==> src/rtl/multi_add_pipe_pkg.sv <==
// rtl/multi_add_pipe_pkg.sv - sizing helpers for the pipelined multi-operand adder tree
package multi_add_pipe_pkg;

  // Number of pairwise adder levels needed to reduce n operands to one sum
  function automatic int num_levels(input int n);
    return $clog2(n);
  endfunction

  // Element count after lvl levels of pairwise reduction (odd tail passes through)
  function automatic int level_elems(input int n, input int lvl);
    int c;
    c = n;
    for (int j = 0; j < lvl; j++) begin
      c = (c + 1) / 2;
    end
    return c;
  endfunction

  // Element offset of level lvl inside the flat bus holding levels 1..L
  function automatic int level_offset(input int n, input int lvl);
    int s;
    s = 0;
    for (int j = 1; j < lvl; j++) begin
      s += level_elems(n, j);
    end
    return s;
  endfunction

  // Smallest output width that cannot overflow for n operands of w bits
  function automatic int default_out_w(input int n, input int w);
    return w + $clog2(n);
  endfunction

endpackage

==> src/rtl/multi_add_pipe_add_tree_level.sv <==
// rtl/multi_add_pipe_add_tree_level.sv - one registered level of the pairwise adder tree
module multi_add_pipe_add_tree_level
  import multi_add_pipe_pkg::*;
#(
  parameter int N_EL  = 2,
  parameter int OUT_W = 2
) (
  input  logic                                   clk,
  input  logic                                   rst_n,
  input  logic                                   en,
  input  logic                                   in_valid,
  input  logic [N_EL*OUT_W-1:0]                  in_data,
  input  logic [OUT_W-1:0]                       bias,
  output logic                                   out_valid,
  output logic [level_elems(N_EL, 1)*OUT_W-1:0]  out_data,
  output logic [OUT_W-1:0]                       head_nxt
);
  localparam int N_OUT = level_elems(N_EL, 1);

  logic [N_OUT*OUT_W-1:0] pair_sum;
  logic [N_OUT*OUT_W-1:0] data_d, data_q;
  logic                   valid_d, valid_q;

  // Pairwise sums; a lone tail element passes through; bias only joins element 0
  for (genvar k = 0; k < N_OUT; k++) begin : g_pair
    if (2 * k + 1 < N_EL) begin : g_add
      assign pair_sum[k*OUT_W +: OUT_W] = in_data[2*k*OUT_W +: OUT_W]
                                        + in_data[(2*k+1)*OUT_W +: OUT_W]
                                        + ((k == 0) ? bias : {OUT_W{1'b0}});
    end else begin : g_pass
      assign pair_sum[k*OUT_W +: OUT_W] = in_data[2*k*OUT_W +: OUT_W]
                                        + ((k == 0) ? bias : {OUT_W{1'b0}});
    end
  end

  assign head_nxt = pair_sum[OUT_W-1:0];

  // Advance when enabled; data only loads for a real vector so bubbles leave it alone
  always_comb begin
    valid_d = valid_q;
    data_d  = data_q;
    if (en) begin
      valid_d = in_valid;
      if (in_valid) begin
        data_d = pair_sum;
      end
    end
  end

  // Level register with synchronous clear
  always_ff @(posedge clk) begin
    if (!rst_n) begin
      valid_q <= 1'b0;
      data_q  <= '0;
    end else begin
      valid_q <= valid_d;
      data_q  <= data_d;
    end
  end

  assign out_valid = valid_q;
  assign out_data  = data_q;

endmodule

==> src/rtl/multi_add_pipe.sv <==
// rtl/multi_add_pipe.sv - pipelined multi-operand adder; MULTI_ADD_PIPE_ACC_EN enables the accumulator
module multi_add_pipe
  import multi_add_pipe_pkg::*;
#(
  parameter int N_IN   = 9,
  parameter int W      = 1,
  parameter int SIGNED = 0,
  parameter int OUT_W  = default_out_w(N_IN, W)
) (
  input  logic                clk,
  input  logic                rst_n,
  input  logic                in_valid,
  output logic                in_ready,
  input  logic [N_IN*W-1:0]   in_data,
  input  logic                in_acc,
  output logic                out_valid,
  input  logic                out_ready,
  output logic [OUT_W-1:0]    out_sum
);
  localparam int L          = num_levels(N_IN);
  localparam int TREE_ELEMS = level_offset(N_IN, L + 1);

  logic                     stall, en;
  logic                     stage0_valid_d, stage0_valid_q;
  logic [N_IN*OUT_W-1:0]    stage0_ext, stage0_data_d, stage0_data_q;
  logic [TREE_ELEMS*OUT_W-1:0] tree_bus;
  logic [L:0]               lvl_valid;
  logic [OUT_W-1:0]         bias_final, head_final;

  assign stall    = out_valid & ~out_ready;
  assign en       = ~stall;
  assign in_ready = en;

  // Widen each operand to the output width before it enters the tree
  for (genvar k = 0; k < N_IN; k++) begin : g_ext
    if (SIGNED != 0) begin : g_sx
      assign stage0_ext[k*OUT_W +: OUT_W] = {{(OUT_W-W){in_data[k*W+W-1]}}, in_data[k*W +: W]};
    end else begin : g_zx
      assign stage0_ext[k*OUT_W +: OUT_W] = {{(OUT_W-W){1'b0}}, in_data[k*W +: W]};
    end
  end

  // Stage 0 captures the extended vector whenever the pipe is not stalled
  always_comb begin
    stage0_valid_d = stage0_valid_q;
    stage0_data_d  = stage0_data_q;
    if (en) begin
      stage0_valid_d = in_valid;
      if (in_valid) begin
        stage0_data_d = stage0_ext;
      end
    end
  end

  // Stage 0 register
  always_ff @(posedge clk) begin
    if (!rst_n) begin
      stage0_valid_q <= 1'b0;
      stage0_data_q  <= '0;
    end else begin
      stage0_valid_q <= stage0_valid_d;
      stage0_data_q  <= stage0_data_d;
    end
  end

  assign lvl_valid[0] = stage0_valid_q;

  for (genvar i = 1; i <= L; i++) begin : g_lvl
    localparam int N_EL  = level_elems(N_IN, i - 1);
    localparam int N_OUT = level_elems(N_IN, i);
    localparam int OFS   = level_offset(N_IN, i);

    logic [N_EL*OUT_W-1:0] lvl_in;
    logic [OUT_W-1:0]      lvl_bias, head_nxt;
    logic                  unused_head;

    if (i == 1) begin : g_first
      assign lvl_in = stage0_data_q;
    end else begin : g_inner
      assign lvl_in = tree_bus[level_offset(N_IN, i - 1)*OUT_W +: N_EL*OUT_W];
    end

    if (i == L) begin : g_last
      assign lvl_bias   = bias_final;
      assign head_final = head_nxt;
    end else begin : g_mid
      assign lvl_bias = '0;
    end

    assign unused_head = ^head_nxt;

    multi_add_pipe_add_tree_level #(
      .N_EL  (N_EL),
      .OUT_W (OUT_W)
    ) u_lvl (
      .clk       (clk),
      .rst_n     (rst_n),
      .en        (en),
      .in_valid  (lvl_valid[i-1]),
      .in_data   (lvl_in),
      .bias      (lvl_bias),
      .out_valid (lvl_valid[i]),
      .out_data  (tree_bus[OFS*OUT_W +: N_OUT*OUT_W]),
      .head_nxt  (head_nxt)
    );
  end

  assign out_valid = lvl_valid[L];
  assign out_sum   = tree_bus[level_offset(N_IN, L)*OUT_W +: OUT_W];

`ifdef MULTI_ADD_PIPE_ACC_EN
  logic [L-1:0]     acc_pipe_d, acc_pipe_q;
  logic [OUT_W-1:0] acc_d, acc_q;

  // Carry the in_acc sideband alongside its vector, frozen on stall
  always_comb begin
    acc_pipe_d = acc_pipe_q;
    if (en) begin
      acc_pipe_d[0] = in_acc;
      for (int i = 1; i < L; i++) begin
        acc_pipe_d[i] = acc_pipe_q[i-1];
      end
    end
  end

  // Accumulator tracks whatever the final stage loads into out_sum
  always_comb begin
    acc_d = acc_q;
    if (en && lvl_valid[L-1]) begin
      acc_d = head_final;
    end
  end

  // Sideband and accumulator registers
  always_ff @(posedge clk) begin
    if (!rst_n) begin
      acc_pipe_q <= '0;
      acc_q      <= '0;
    end else begin
      acc_pipe_q <= acc_pipe_d;
      acc_q      <= acc_d;
    end
  end

  assign bias_final = acc_pipe_q[L-1] ? acc_q : '0;
`else
  logic unused_acc;

  assign bias_final = '0;
  assign unused_acc = in_acc ^ (^head_final);
`endif

endmodule

==> config.mk <==
export PLATFORM = sky130hd
export DESIGN_NAME = multi_add_pipe
export DESIGN_NICKNAME = d
export VERILOG_FILES = /design/src/rtl/multi_add_pipe_pkg.sv /design/src/rtl/multi_add_pipe_add_tree_level.sv /design/src/rtl/multi_add_pipe.sv
export SDC_FILE = /design/constraint.sdc
export NUM_CORES = 1
export LEC_CHECK = 0
export BUFFER_PORTS_ARGS = -buffer_cell sky130_fd_sc_hd__buf_2
export CAP_MARGIN = 0
export CORE_MARGIN = 10
export CORE_UTILIZATION = 60
export DETAILED_ROUTE_END_ITERATION = 10
export PLACE_DENSITY = 0.88
export SYNTH_ARGS = -nofsm -noshare
export SYNTH_HDL_FRONTEND = slang
export SYNTH_HIERARCHICAL = 1
export SYNTH_SLANG_ARGS = --single-unit
==> constraint.sdc <==
create_clock -name clk -period 2.6 [get_ports clk]
set_clock_uncertainty 0.05 [all_clocks]
set_input_delay 0.26 -clock clk [delete_from_list [all_inputs] [get_ports clk]]
set_output_delay 0.26 -clock clk [all_outputs]
set_load 0.05 [all_outputs]
Yosys cells after proc, flatten, opt, wreduce, memory -nomap -nowiden
Cells that the tools add are included.
W data, S select, Z words.
{"block": "word_totals", "in_bits": 14, "output_inout_bits": 7, "register_bits": 57, "word_cells": 26}
{"block": "classes", "n_addsub": 8, "n_bitwise": 3, "reduce_logical": 5}
{"operator": "$add A5 B5 Y5", "n": 3}
{"operator": "$reduce_and A2 Y1", "n": 5}
{"operator": "$add A1 B1 Y2", "n": 4}
{"operator": "$add A5 B1 Y5", "n": 1}
{"operator": "$not A1 Y1", "n": 2}
{"operator": "$and A1 B1 Y1", "n": 1}

Longest topological paths before layout
{"block": "logic_depth", "depth_word": 4, "ltp_mapped": 9, "depth_no_buf": 9}

By module
Netlist, hierarchy kept.
{"module": "multi_add_pipe_add_tree_level at g_lvl[1].u_lvl", "area_per_inst_um2": 1677.9, "n_inst": 1, "seq_area_each_um2": 520.5, "cells_each": 191}
{"module": "multi_add_pipe_add_tree_level at g_lvl[2].u_lvl", "area_per_inst_um2": 988.4, "n_inst": 1, "seq_area_each_um2": 320.3, "cells_each": 109}
{"module": "multi_add_pipe_add_tree_level at g_lvl[3].u_lvl", "area_per_inst_um2": 614.3, "n_inst": 1, "seq_area_each_um2": 220.2, "cells_each": 65}
{"module": "multi_add_pipe_add_tree_level at g_lvl[4].u_lvl", "area_per_inst_um2": 434.2, "n_inst": 1, "seq_area_each_um2": 120.1, "cells_each": 44}
{"module": "multi_add_pipe", "area_per_inst_um2": 420.4, "n_inst": 1, "seq_area_each_um2": 200.2, "cells_each": 46}

Worst setup path after synthesis
No wires, ideal clock.
{"block": "synth_path", "path_type": "reg2reg", "start": "reg g_lvl[1].u_lvl.data_q[2]", "end": "reg g_lvl[2].u_lvl.data_q[4]", "t_required_ns": 2.435, "setup_time_ns": 0.115, "path_stages_with_launch": 7, "arrival_ns": 1.726, "setup_slack_ns": 0.710, "synth_period_minus_slack_ns": 1.890, "path_buffers": 0, "path_cell_list": "dfxtp_1 fa_1 ha_1 a21o_1 a21oi_1 xnor2_1 o21ba_1"}
{"block": "synth_between", "elab_chain_cells": 1}
{"element": "from (decl)", "line": "multi_add_pipe_add_tree_level.sv:21", "rtl": "logic [N_OUT*OUT_W-1:0] data_d, data_q;"}
{"element": "from (signal assigned)", "line": "multi_add_pipe_add_tree_level.sv:57", "rtl": "data_q <= data_d;"}
{"element": "$add A5 B5 Y5", "line": "multi_add_pipe_add_tree_level.sv:28", "rtl": "+ in_data[(2*k+1)*OUT_W +: OUT_W]"}
{"element": "named net g_lvl[2].u_lvl.pair_sum[4]", "line": "multi_add_pipe_add_tree_level.sv:20", "rtl": "logic [N_OUT*OUT_W-1:0] pair_sum;"}
{"element": "to (signal assigned)", "line": "multi_add_pipe_add_tree_level.sv:57"}
{"element": "to (decl)", "line": "multi_add_pipe_add_tree_level.sv:21"}
The timed path passes the listed nets, and every way through them passes these cells.
A chain may end at the register's enable or synchronous reset.

Worst setup path after layout
{"block": "layout_path", "start": "reg g_lvl[1].u_lvl.data_q[1]", "end": "reg g_lvl[2].u_lvl.data_q[2]"}
Same word-level chain as after synthesis.

==> impl_metrics.env <==
export IMPL_status="complete, no violations"
export IMPL_dp_slack_ns=0.612
export IMPL_layout_setup_ws_ns=0.548
export IMPL_grt_antenna_before_repair=0
export IMPL_min_period_ns=2.05
export IMPL_leakagePower_nw=2.11
export IMPL_fin_nets=580
export IMPL_dr_pass1_iters=4
export IMPL_cp_num_buf_inv=0
export IMPL_num_rows=29
export IMPL_finalSetupViolations=0
export IMPL_maxSlewHeadroom=0.418
export IMPL_die_area_sq_um=10400
export IMPL_cp_arrival_ns=2.23
export IMPL_cts_buffer_depth=2
export IMPL_crit_fanout=2
export IMPL_cp_depth=5
export IMPL_cts_tree="built"
export IMPL_drt_total_wl_um=7160
export IMPL_fin_util=0.706
export IMPL_fin_setup_tns_ns=0
export IMPL_crit_path_end_kind="flip-flop"
export IMPL_cts_sinks=69
export IMPL_synth_warnings=6
export IMPL_drive_gt1_frac=0.0751
export IMPL_fin_crit_sh=0.789
export IMPL_syn_mean_instance_area_sq_um=9.18
export IMPL_overflow=0
export IMPL_ir_drop_uv=322
export IMPL_synthCells=440
export IMPL_rsz0062_at_grt="no"
export IMPL_grt_pass1_vias=3172
export IMPL_dieHeight_um=102
export IMPL_root_buffer="clkbuf_8"
export IMPL_area_growth_pct=12.9
export IMPL_numCtsBuffers=9
export IMPL_drc=0
export IMPL_path_cells="fa_1 -> ha_1 -> fa_1 -> nand2_1 -> a21boi_0"
export IMPL_drt_iter0_drc=153
export IMPL_start_util=0.626
export IMPL_crit_family="adder cells"
export IMPL_worst_path_largest_cell_delay_ns=0.48
export IMPL_grtUsageTotal=0.158
export IMPL_whs_ns=0.106
export IMPL_n_antenna_cell=0
export IMPL_cts_setup_buffers=0
export IMPL_slowest_stage="fa_1"
export IMPL_postCtsHoldBufs=0
export IMPL_core_sq_um=6460
export IMPL_gp_congestion=0.797
export IMPL_hold_violations=0
export IMPL_htreeDepth=3
export IMPL_fmaxAchievable_mhz=487
export IMPL_path_clk_slew_ns=0.07
export IMPL_syn_cell_area_sq_um=4040
export IMPL_worstPathRequired_ns=2.78
export IMPL_grt_pass1_wl_um=13400
export IMPL_dp_hpwl_um=5280
export IMPL_vias=3016
export IMPL_clk_latency_ns=0.35
export IMPL_holdPathEnd="g_lvl[1].lvl_in[25]"
export IMPL_post_cts_resized=0
export IMPL_vias_per_cell=5.06
export IMPL_avgRoutedWirePerCell_um=12.0
export IMPL_grt_max_degree=65
export IMPL_timing_rr_end="g_lvl[2].u_lvl/out_data[2]"
export IMPL_crit_type="flip-flop to flip-flop"
export IMPL_worstMarginPinSlew_ns=0.871
export IMPL_die_x_um=102
export IMPL_io_pins=21
export IMPL_reg2reg_setup_slack_ns=0.55
export IMPL_ant_nets=0
export IMPL_hp_class="input port to flip-flop"
export IMPL_slew_violations=0
export IMPL_total_power_mw=2.33
export IMPL_crit_path_frequent_cell="fa_1"
export IMPL_power_density_nw_per_um2=510
export IMPL_maxCapViolCount=0
export IMPL_setup_worst_path_start_class="flip-flop"
export IMPL_portBuffers=19
export IMPL_regToRegStartpoint="g_lvl[1].u_lvl/out_data[1]"
export IMPL_hold_start="in_data[5]"
export IMPL_whs_path_depth=3
export IMPL_ff2ff_path_depth=5
[placed cells by master, fill, tap and decap left out, types with 2 or more instances in the layout]
cell	count
a21boi_0	31
conb_1	62
mux2i_1	9
fa_1	24
nand2b_1	4
nor2b_1	12
nor3b_1	7
nand4_1	4
clkinvlp_4	2
dfxtp_1	69
inv_1	32
a21o_1	8
a21oi_1	12
o211ai_1	4
and2_1	4
nor3_1	8
ha_1	28
o211a_1	9
nand3_1	4
o21ba_1	4
nor2_1	11
o21ai_0	11
clkbuf_8	10
nand2_1	89
o21a_1	5
clkinv_2	3
xor2_1	7
nand3b_1	4
buf_2	19
xnor2_1	17
[cell type report]
type,count,area (sq um)
repair buffers,21,123
flip-flops and latches,69,1380
clock buffers,10,138
multi-input cells,381,2670
fillers,486,1900
well taps,77,96.3
clock inverters,6,38.8
inverters,32,120
[worst min-delay path: cells and delay by family]
kind                   cells  cell delay [ns]
buffers and inverters      1             0.09
multiplexers               1             0.06
AND/OR/NAND/NOR            1             0.04
[layer usage]
layer / vias to the layer above / GRT usage / share of wire
li1: 1539 / - / -
met1: 1428 / 0.174 / 0.43
met2: 38 / 0.284 / 0.52
met3: 11 / 0.0445 / 0.035
met4: 0 / 0.0575 / 0.015
met5: - / 0 / 0
[stage by stage]
stage	area, sq um	std cells
floorplan	4270	501
global placement	4390	580
detailed placement	4390	580
CTS	4560	596
global route	4560	596
finish	4560	596
[flip-flops by register name (all words and copies together), names as in the netlist]
name                   flops
stage0_valid_q             1
g_lvl.lvl_in               9
g_lvl.u_lvl/out_data      55
g_lvl.u_lvl/out_valid      4
[where the power goes]
part / internal (mW) / leakage, nW / switching [mW]
combinational: 0.189 / 1.46 / 0.221
sequential: 1.11 / 0.563 / 0.0330
clock: 0.368 / 0.0880 / 0.409
total: 1.66 / 2.11 / 0.663
[worst max-delay path by stage]
stage	from	endpoint	slack (ns)
2_1_floorplan	g_lvl[2].u_lvl/out_data[2]	g_lvl[3].u_lvl/out_data[4]	0.73
3_3_place_gp	g_lvl[2].u_lvl/out_data[2]	g_lvl[3].u_lvl/out_data[4]	0.68
3_5_place_dp	g_lvl[1].u_lvl/out_data[2]	g_lvl[2].u_lvl/out_data[4]	0.61
4_1_cts	g_lvl[1].u_lvl/out_data[1]	g_lvl[2].u_lvl/out_data[2]	0.53
5_1_grt	g_lvl[3].u_lvl/out_data[1]	g_lvl[4].u_lvl/out_data[3]	0.49
6_report	g_lvl[1].u_lvl/out_data[1]	g_lvl[2].u_lvl/out_data[2]	0.55
No activity file was read; power rests on OpenSTA's default activity.
